$ cat src/rtl/seg7_pkg.sv
// Shared 7-segment definitions: active-low team encodings, reader FSM states, lookup result type.
// Pure declarations; no timing or backpressure.
package seg7_pkg;

    localparam logic [6:0] SEG_0     = 7'b1000000;
    localparam logic [6:0] SEG_1     = 7'b1111001;
    localparam logic [6:0] SEG_2     = 7'b0100100;
    localparam logic [6:0] SEG_3     = 7'b0110000;
    localparam logic [6:0] SEG_4     = 7'b0011001;
    localparam logic [6:0] SEG_5     = 7'b0010010;
    localparam logic [6:0] SEG_6     = 7'b0000010;
    localparam logic [6:0] SEG_7     = 7'b1111000;
    localparam logic [6:0] SEG_8     = 7'b0000000;
    localparam logic [6:0] SEG_9     = 7'b0010000;
    localparam logic [6:0] SEG_A     = 7'b0001000;
    localparam logic [6:0] SEG_B     = 7'b0000011;
    localparam logic [6:0] SEG_C     = 7'b1000110;
    localparam logic [6:0] SEG_D     = 7'b0100001;
    localparam logic [6:0] SEG_E     = 7'b0000110;
    localparam logic [6:0] SEG_F     = 7'b0001110;
    localparam logic [6:0] SEG_BLANK = 7'b1111111;

    typedef enum logic {
        TRACK = 1'b0,
        HOLD  = 1'b1
    } state_t;

    typedef struct packed {
        logic       legal;
        logic       is_blank;
        logic [3:0] nibble;
    } seg_info_t;

endpackage

$ cat src/rtl/seg7_reader_if.sv
// Segment read-back bus: pattern/enable in, decoded value and event pulses out.
// Master drives hin/en, slave returns registered results; no backpressure.
interface seg7_reader_if;
    logic [6:0] hin;
    logic       en;
    logic [3:0] val;
    logic       valid;
    logic       err;
    logic       blank;
    logic [3:0] cnt;

    modport master (output hin, en, input val, valid, err, blank, cnt);
    modport slave  (input hin, en, output val, valid, err, blank, cnt);
endinterface

$ cat src/rtl/seg7_lookup.sv
// Combinational active-low segment pattern -> {legal, is_blank, nibble} decode.
// Zero latency, no backpressure.
module seg7_lookup
    import seg7_pkg::*;
(
    input  logic [6:0] pat,
    output seg_info_t  info
);

    always_comb begin
        info = '{legal: 1'b0, is_blank: 1'b0, nibble: 4'h0};
        case (pat)
            SEG_0:     info = '{legal: 1'b1, is_blank: 1'b0, nibble: 4'h0};
            SEG_1:     info = '{legal: 1'b1, is_blank: 1'b0, nibble: 4'h1};
            SEG_2:     info = '{legal: 1'b1, is_blank: 1'b0, nibble: 4'h2};
            SEG_3:     info = '{legal: 1'b1, is_blank: 1'b0, nibble: 4'h3};
            SEG_4:     info = '{legal: 1'b1, is_blank: 1'b0, nibble: 4'h4};
            SEG_5:     info = '{legal: 1'b1, is_blank: 1'b0, nibble: 4'h5};
            SEG_6:     info = '{legal: 1'b1, is_blank: 1'b0, nibble: 4'h6};
            SEG_7:     info = '{legal: 1'b1, is_blank: 1'b0, nibble: 4'h7};
            SEG_8:     info = '{legal: 1'b1, is_blank: 1'b0, nibble: 4'h8};
            SEG_9:     info = '{legal: 1'b1, is_blank: 1'b0, nibble: 4'h9};
            SEG_A:     info = '{legal: 1'b1, is_blank: 1'b0, nibble: 4'hA};
            SEG_B:     info = '{legal: 1'b1, is_blank: 1'b0, nibble: 4'hB};
            SEG_C:     info = '{legal: 1'b1, is_blank: 1'b0, nibble: 4'hC};
            SEG_D:     info = '{legal: 1'b1, is_blank: 1'b0, nibble: 4'hD};
            SEG_E:     info = '{legal: 1'b1, is_blank: 1'b0, nibble: 4'hE};
            SEG_F:     info = '{legal: 1'b1, is_blank: 1'b0, nibble: 4'hF};
            SEG_BLANK: info = '{legal: 1'b0, is_blank: 1'b1, nibble: 4'h0};
            default:   info = '{legal: 1'b0, is_blank: 1'b0, nibble: 4'h0};
        endcase
    end

endmodule

$ cat src/rtl/seg7_reader.sv
// Stability-filtered 7-segment read-back: decodes newly stable patterns, pulses valid/err, BCD-counts digits.
// Events appear the cycle after the STABLE_CYCLES-th enabled matching edge; en low simply pauses, no backpressure.
module seg7_reader
    import seg7_pkg::*;
#(
    parameter int STABLE_CYCLES = 4
)(
    input  logic          clk,
    input  logic          rst,
    seg7_reader_if.slave  bus
);

    localparam logic [7:0] STAB_TGT = 8'(STABLE_CYCLES);

    logic [6:0] cand;
    logic [7:0] stab;
    state_t     state;
    seg_info_t  info;

    logic       new_pat;
    logic       stab_done;
    logic       accept;

    logic [3:0] val_q;
    logic [3:0] cnt_q;
    logic       valid_q;
    logic       err_q;
    logic       blank_q;

    // Decode the live input: on any accepting edge hin equals the pattern being accepted.
    seg7_lookup u_lookup (
        .pat  (bus.hin),
        .info (info)
    );

    always_comb begin
        new_pat   = bus.en && (bus.hin != cand);
        stab_done = bus.en && !new_pat && (state == TRACK) && ((stab + 8'd1) == STAB_TGT);
        accept    = (new_pat && (STABLE_CYCLES == 1)) || stab_done;
    end

    always_ff @(posedge clk) begin
        if (rst) begin
            cand    <= SEG_BLANK;
            stab    <= 8'd0;
            state   <= HOLD;
            val_q   <= 4'd0;
            valid_q <= 1'b0;
            err_q   <= 1'b0;
            blank_q <= 1'b1;
            cnt_q   <= 4'd0;
        end else begin
            valid_q <= 1'b0;
            err_q   <= 1'b0;

            if (new_pat) begin
                cand  <= bus.hin;
                stab  <= 8'd1;
                state <= (STABLE_CYCLES == 1) ? HOLD : TRACK;
            end else if (bus.en && (state == TRACK)) begin
                stab <= stab + 8'd1;
                if (stab_done) begin
                    state <= HOLD;
                end
            end

            if (accept) begin
                if (info.legal) begin
                    val_q   <= info.nibble;
                    valid_q <= 1'b1;
                    blank_q <= 1'b0;
                    cnt_q   <= (cnt_q == 4'd9) ? 4'd0 : cnt_q + 4'd1;
                end else if (info.is_blank) begin
                    blank_q <= 1'b1;
                end else begin
                    err_q   <= 1'b1;
                    blank_q <= 1'b0;
                end
            end
        end
    end

    assign bus.val   = val_q;
    assign bus.valid = valid_q;
    assign bus.err   = err_q;
    assign bus.blank = blank_q;
    assign bus.cnt   = cnt_q;

endmodule

$ cat src/flat_wrapper.sv
// flat-port wrapper written by rule: the top's interface ports become plain ports
module seg7_reader_flat import seg7_pkg::*;
#(
    parameter int STABLE_CYCLES = 4
)
  (clk, rst, bus_hin, bus_en, bus_val, bus_valid, bus_err, bus_blank, bus_cnt);
  seg7_reader_if bus_i ();
  input  logic clk;
  input  logic rst;
  input wire logic [$bits(bus_i.hin)-1:0] bus_hin;
  input wire logic [$bits(bus_i.en)-1:0] bus_en;
  output wire logic [$bits(bus_i.val)-1:0] bus_val;
  output wire logic [$bits(bus_i.valid)-1:0] bus_valid;
  output wire logic [$bits(bus_i.err)-1:0] bus_err;
  output wire logic [$bits(bus_i.blank)-1:0] bus_blank;
  output wire logic [$bits(bus_i.cnt)-1:0] bus_cnt;
  assign bus_i.hin = bus_hin;
  assign bus_i.en = bus_en;
  assign bus_val = bus_i.val;
  assign bus_valid = bus_i.valid;
  assign bus_err = bus_i.err;
  assign bus_blank = bus_i.blank;
  assign bus_cnt = bus_i.cnt;
  seg7_reader #(.STABLE_CYCLES(STABLE_CYCLES)) u_core (.clk(clk), .rst(rst), .bus(bus_i));
endmodule
$ cat config.mk
export PLATFORM = sky130hd
export DESIGN_NAME = seg7_reader_flat
export DESIGN_NICKNAME = d
export VERILOG_FILES = /design/src/rtl/seg7_pkg.sv /design/src/rtl/seg7_reader_if.sv /design/src/rtl/seg7_lookup.sv /design/src/rtl/seg7_reader.sv /design/src/flat_wrapper.sv
export SDC_FILE = /design/constraint.sdc
export NUM_CORES = 1
export LEC_CHECK = 0
export CORE_MARGIN = 5
export CORE_UTILIZATION = 65
export DETAILED_ROUTE_END_ITERATION = 8
export DONT_BUFFER_PORTS = 1
export GPL_TIMING_DRIVEN = 0
export PLACE_DENSITY = 0.87
export SYNTH_ARGS = -nofsm -noshare
export SYNTH_HDL_FRONTEND = slang
export SYNTH_HIERARCHICAL = 1
export SYNTH_SLANG_ARGS = --single-unit
$ cat constraint.sdc
create_clock -name clk -period 5.75 [get_ports clk]
set_input_delay 1.725 -clock clk [delete_from_list [all_inputs] [get_ports clk]]
set_output_delay 1.725 -clock clk [all_outputs]
set_load 0.005 [all_outputs]
==> results.cfg <==
[hold_path]
min-delay-start = u_core/bus.val[0]
min_to = u_core/bus.val[0]
hold_depth = 2
min_path_type = flop to flop

[sta]
hold_viol = 0
timing_worst_slew_pin_value_ns = 0.4742
finalSetupViolations = 0
drv_slew = 0
skew_ns = 0.004335
slew_headroom_pct = 68.39
max_freq_mhz = 306.4
rsz0062_at_grt = no
holdWs_ns = 0.5112
fin_crit_ns = 3.264
finalCritPeriodShare_pct = 56.76
tns_ns = 0

[floorplanning]
core_sq_um = 2477
die_area_sq_um = 3706
io_pins = 21
die_h_microns = 60.88
die_w_microns = 60.88
start_util_pct = 67.93
fp-row-count = 18

[clock_tree]
clock_path_buffers = 2
cts_hold_buf = 0
cts_root_buffer = clkbuf_4
clk-insertion-delay-late_ns = 0.34
clk_pin_slew_ns = 0.16
cts.sinks = 27
ctsHtreeMaxLevel = 1
post_cts_buffers = 0
cts_resized = 0
cts_made_buffers = 3
cts_tree = yes

[worst_setup_path]
cp_max_fo = 10
r2r-start = u_core/cand[3]
rrSetupSlack_ns = 3.72
crit_path_max_incr_delay_ns = 0.43
path_class = input pin to flop
cp_top_family = simple AND/OR/NAND/NOR gates
r2r-end = u_core/bus.cnt[1]
worst-path-buf-inv = 1
worstPathArrival_ns = 3.55
slowest_stage = or4_1
critPathLaunchType = input pin
required_ns = 6.04
crit_path_end_kind = flop
crit_chain = buf_2 > nor4_1 > o21a_1 > a21oi_1 > nand4b_1 > nand4_1 > or4_1 > a21oi_1
path_depth = 8
reg2reg_depth = 5
cp_common_cell = a21oi_1

[power]
vdd_drop_max_v = 0.0001438
p_leak_nw = 0.6513
power_w = 0.0003361
power.density_nw_per_um2 = 191.9

[drt]
ant_nets = 0
drt-vias-per-instance = 6.433
drc = 0
wl_per_cell_microns = 15.57
vias = 1486
detail_route.first_pass.iterations = 5
finalWirelength_mm = 3.597
drtIter0Drc = 118

[synth]
syn_area_sq_um = 1683
synthCells = 197
yosysWarnings = 6
synth.net_count = 208
synth_edf_count = 0
yosysUniqueCellTypes = 49
syn_area_per_cell_sq_um = 8.542
synthArstFlopShare_pct = 0
ys_seq_area_share_pct = 32.12
synth-seq-cells = 27
ys.flop_type = dfxtp_1

[global_routing]
grt_max_degree = 18
grt_overflow = 0
grt_pass1_vias = 1448
antenna_found_initial = 0
grt_pass1_wl_mm = 6.285
grt_usage_pct = 22.02

[layout]
final_common_cell = dfxtp_1
n_fill_cell = 212
n_antenna_cell = 0
layout.nets = 213
utilization_pct = 70.71
syn_to_final_growth_pct = 4.089
drive_gt1_share_pct = 9.950
final_cell_mix = dfxtp_1 (27), nor2_1 (16), a21oi_1 (12)

[placed_design]
port_buffers = 0
hpwl_mm = 2.628
gp_congestion = 0.9414

[status]
outcome = completed

[job]
cap_violations = 0
-- cells in the mapped netlist, types with 6 or more instances --
master / count / area (sq um)
dfxtp_1: 27 / 540.5
nor2_1: 16 / 60.06
a21oi_1: 12 / 60.06
xnor2_1: 11 / 96.34
nor2b_1: 10 / 62.56
a211o_1: 9 / 78.83
nand2_1: 9 / 33.78
nand2b_1: 9 / 56.30
nand3_1: 8 / 40.04
nor3_1: 7 / 35.03
mux2i_1: 6 / 60.06
nand4_1: 6 / 37.54
-- per-stage QoR --
| stage | worst slack (ns) | instances | instance area, sq um |
|---|---|---|---|
| floorplan | 2.408 | 197 | 1683 |
| finish | 2.486 | 231 | 1752 |
| CTS | 2.561 | 231 | 1752 |
| global placement | 2.242 | 227 | 1720 |
| global route | 2.334 | 231 | 1752 |
| detailed placement | 2.185 | 227 | 1720 |
-- state kept, by name, summed over array words and instances, names as in the netlist --
register / cells
u_core/bus.blank: 1
u_core/bus.val: 4
u_core/bus.cnt: 4
u_core/bus.err: 1
u_core/cand: 7
u_core/state: 1
u_core/bus.valid: 1
u_core/stab: 8
-- worst min-delay path, delay by kind of cell (launching register included) --
family           cells  cell delay, ns
AND/OR/NAND/NOR      1            0.07
flip-flops           1            0.36
multiplexers         1            0.06
-- cells by family after synthesis --
family                   count (synthesis)  share of synthesized area (%)
adder cells (fa/ha/maj)                  1                         0.7434
AND/OR/NAND/NOR                         95                          34.65
AO/OA/AOI/OAI                           35                          13.90
flip-flops                              27                          32.12
XOR/XNOR                                16                          8.327
multiplexers                             7                          4.238
buffers and inverters                   16                          6.022
-- cell type report --
cell class,instances,area [sq um],share of cell area (%)
clock inverter,1,8.758,0.5000
buffer,11,82.58,4.714
inverter,5,18.77,1.071
tap,30,37.54,2.143
multi-input combinational,154,1041,59.43
clock buffer,3,22.52,1.286
sequential,27,540.5,30.86
-- how the worst max path moves through the flow --
stage	from	endpoint	slack (ns)
global placement	bus_hin[5]	u_core/bus.cnt[1]	2.24
finish	bus_hin[6]	u_core/bus.cnt[2]	2.49
floorplan	bus_hin[5]	u_core/bus.cnt[1]	2.41
global route	bus_hin[6]	u_core/bus.cnt[2]	2.33
detailed placement	bus_hin[5]	u_core/bus.cnt[2]	2.19
CTS	bus_hin[6]	u_core/bus.cnt[2]	2.56
-- report_power, final --
part	leakage [nW]	total [W]	internal, W	switching (W)
logic	0.413	0.0000486	0.0000232	0.0000254
registers	0.220	0.000195	0.000192	0.00000338
clock network	0.0183	0.0000921	0.0000284	0.0000637
total	0.651	0.000336	0.000244	0.0000924
-- metal layers --
metal	up-vias	routed length, microns	GRT usage, %
li1	718	-	-
met1	706	1591	27.95
met2	56	1702	36.79
met3	6	274	4.681
met4	0	29	7.740
met5	-	0	0
No activity file was read; power rests on OpenSTA's default activity.
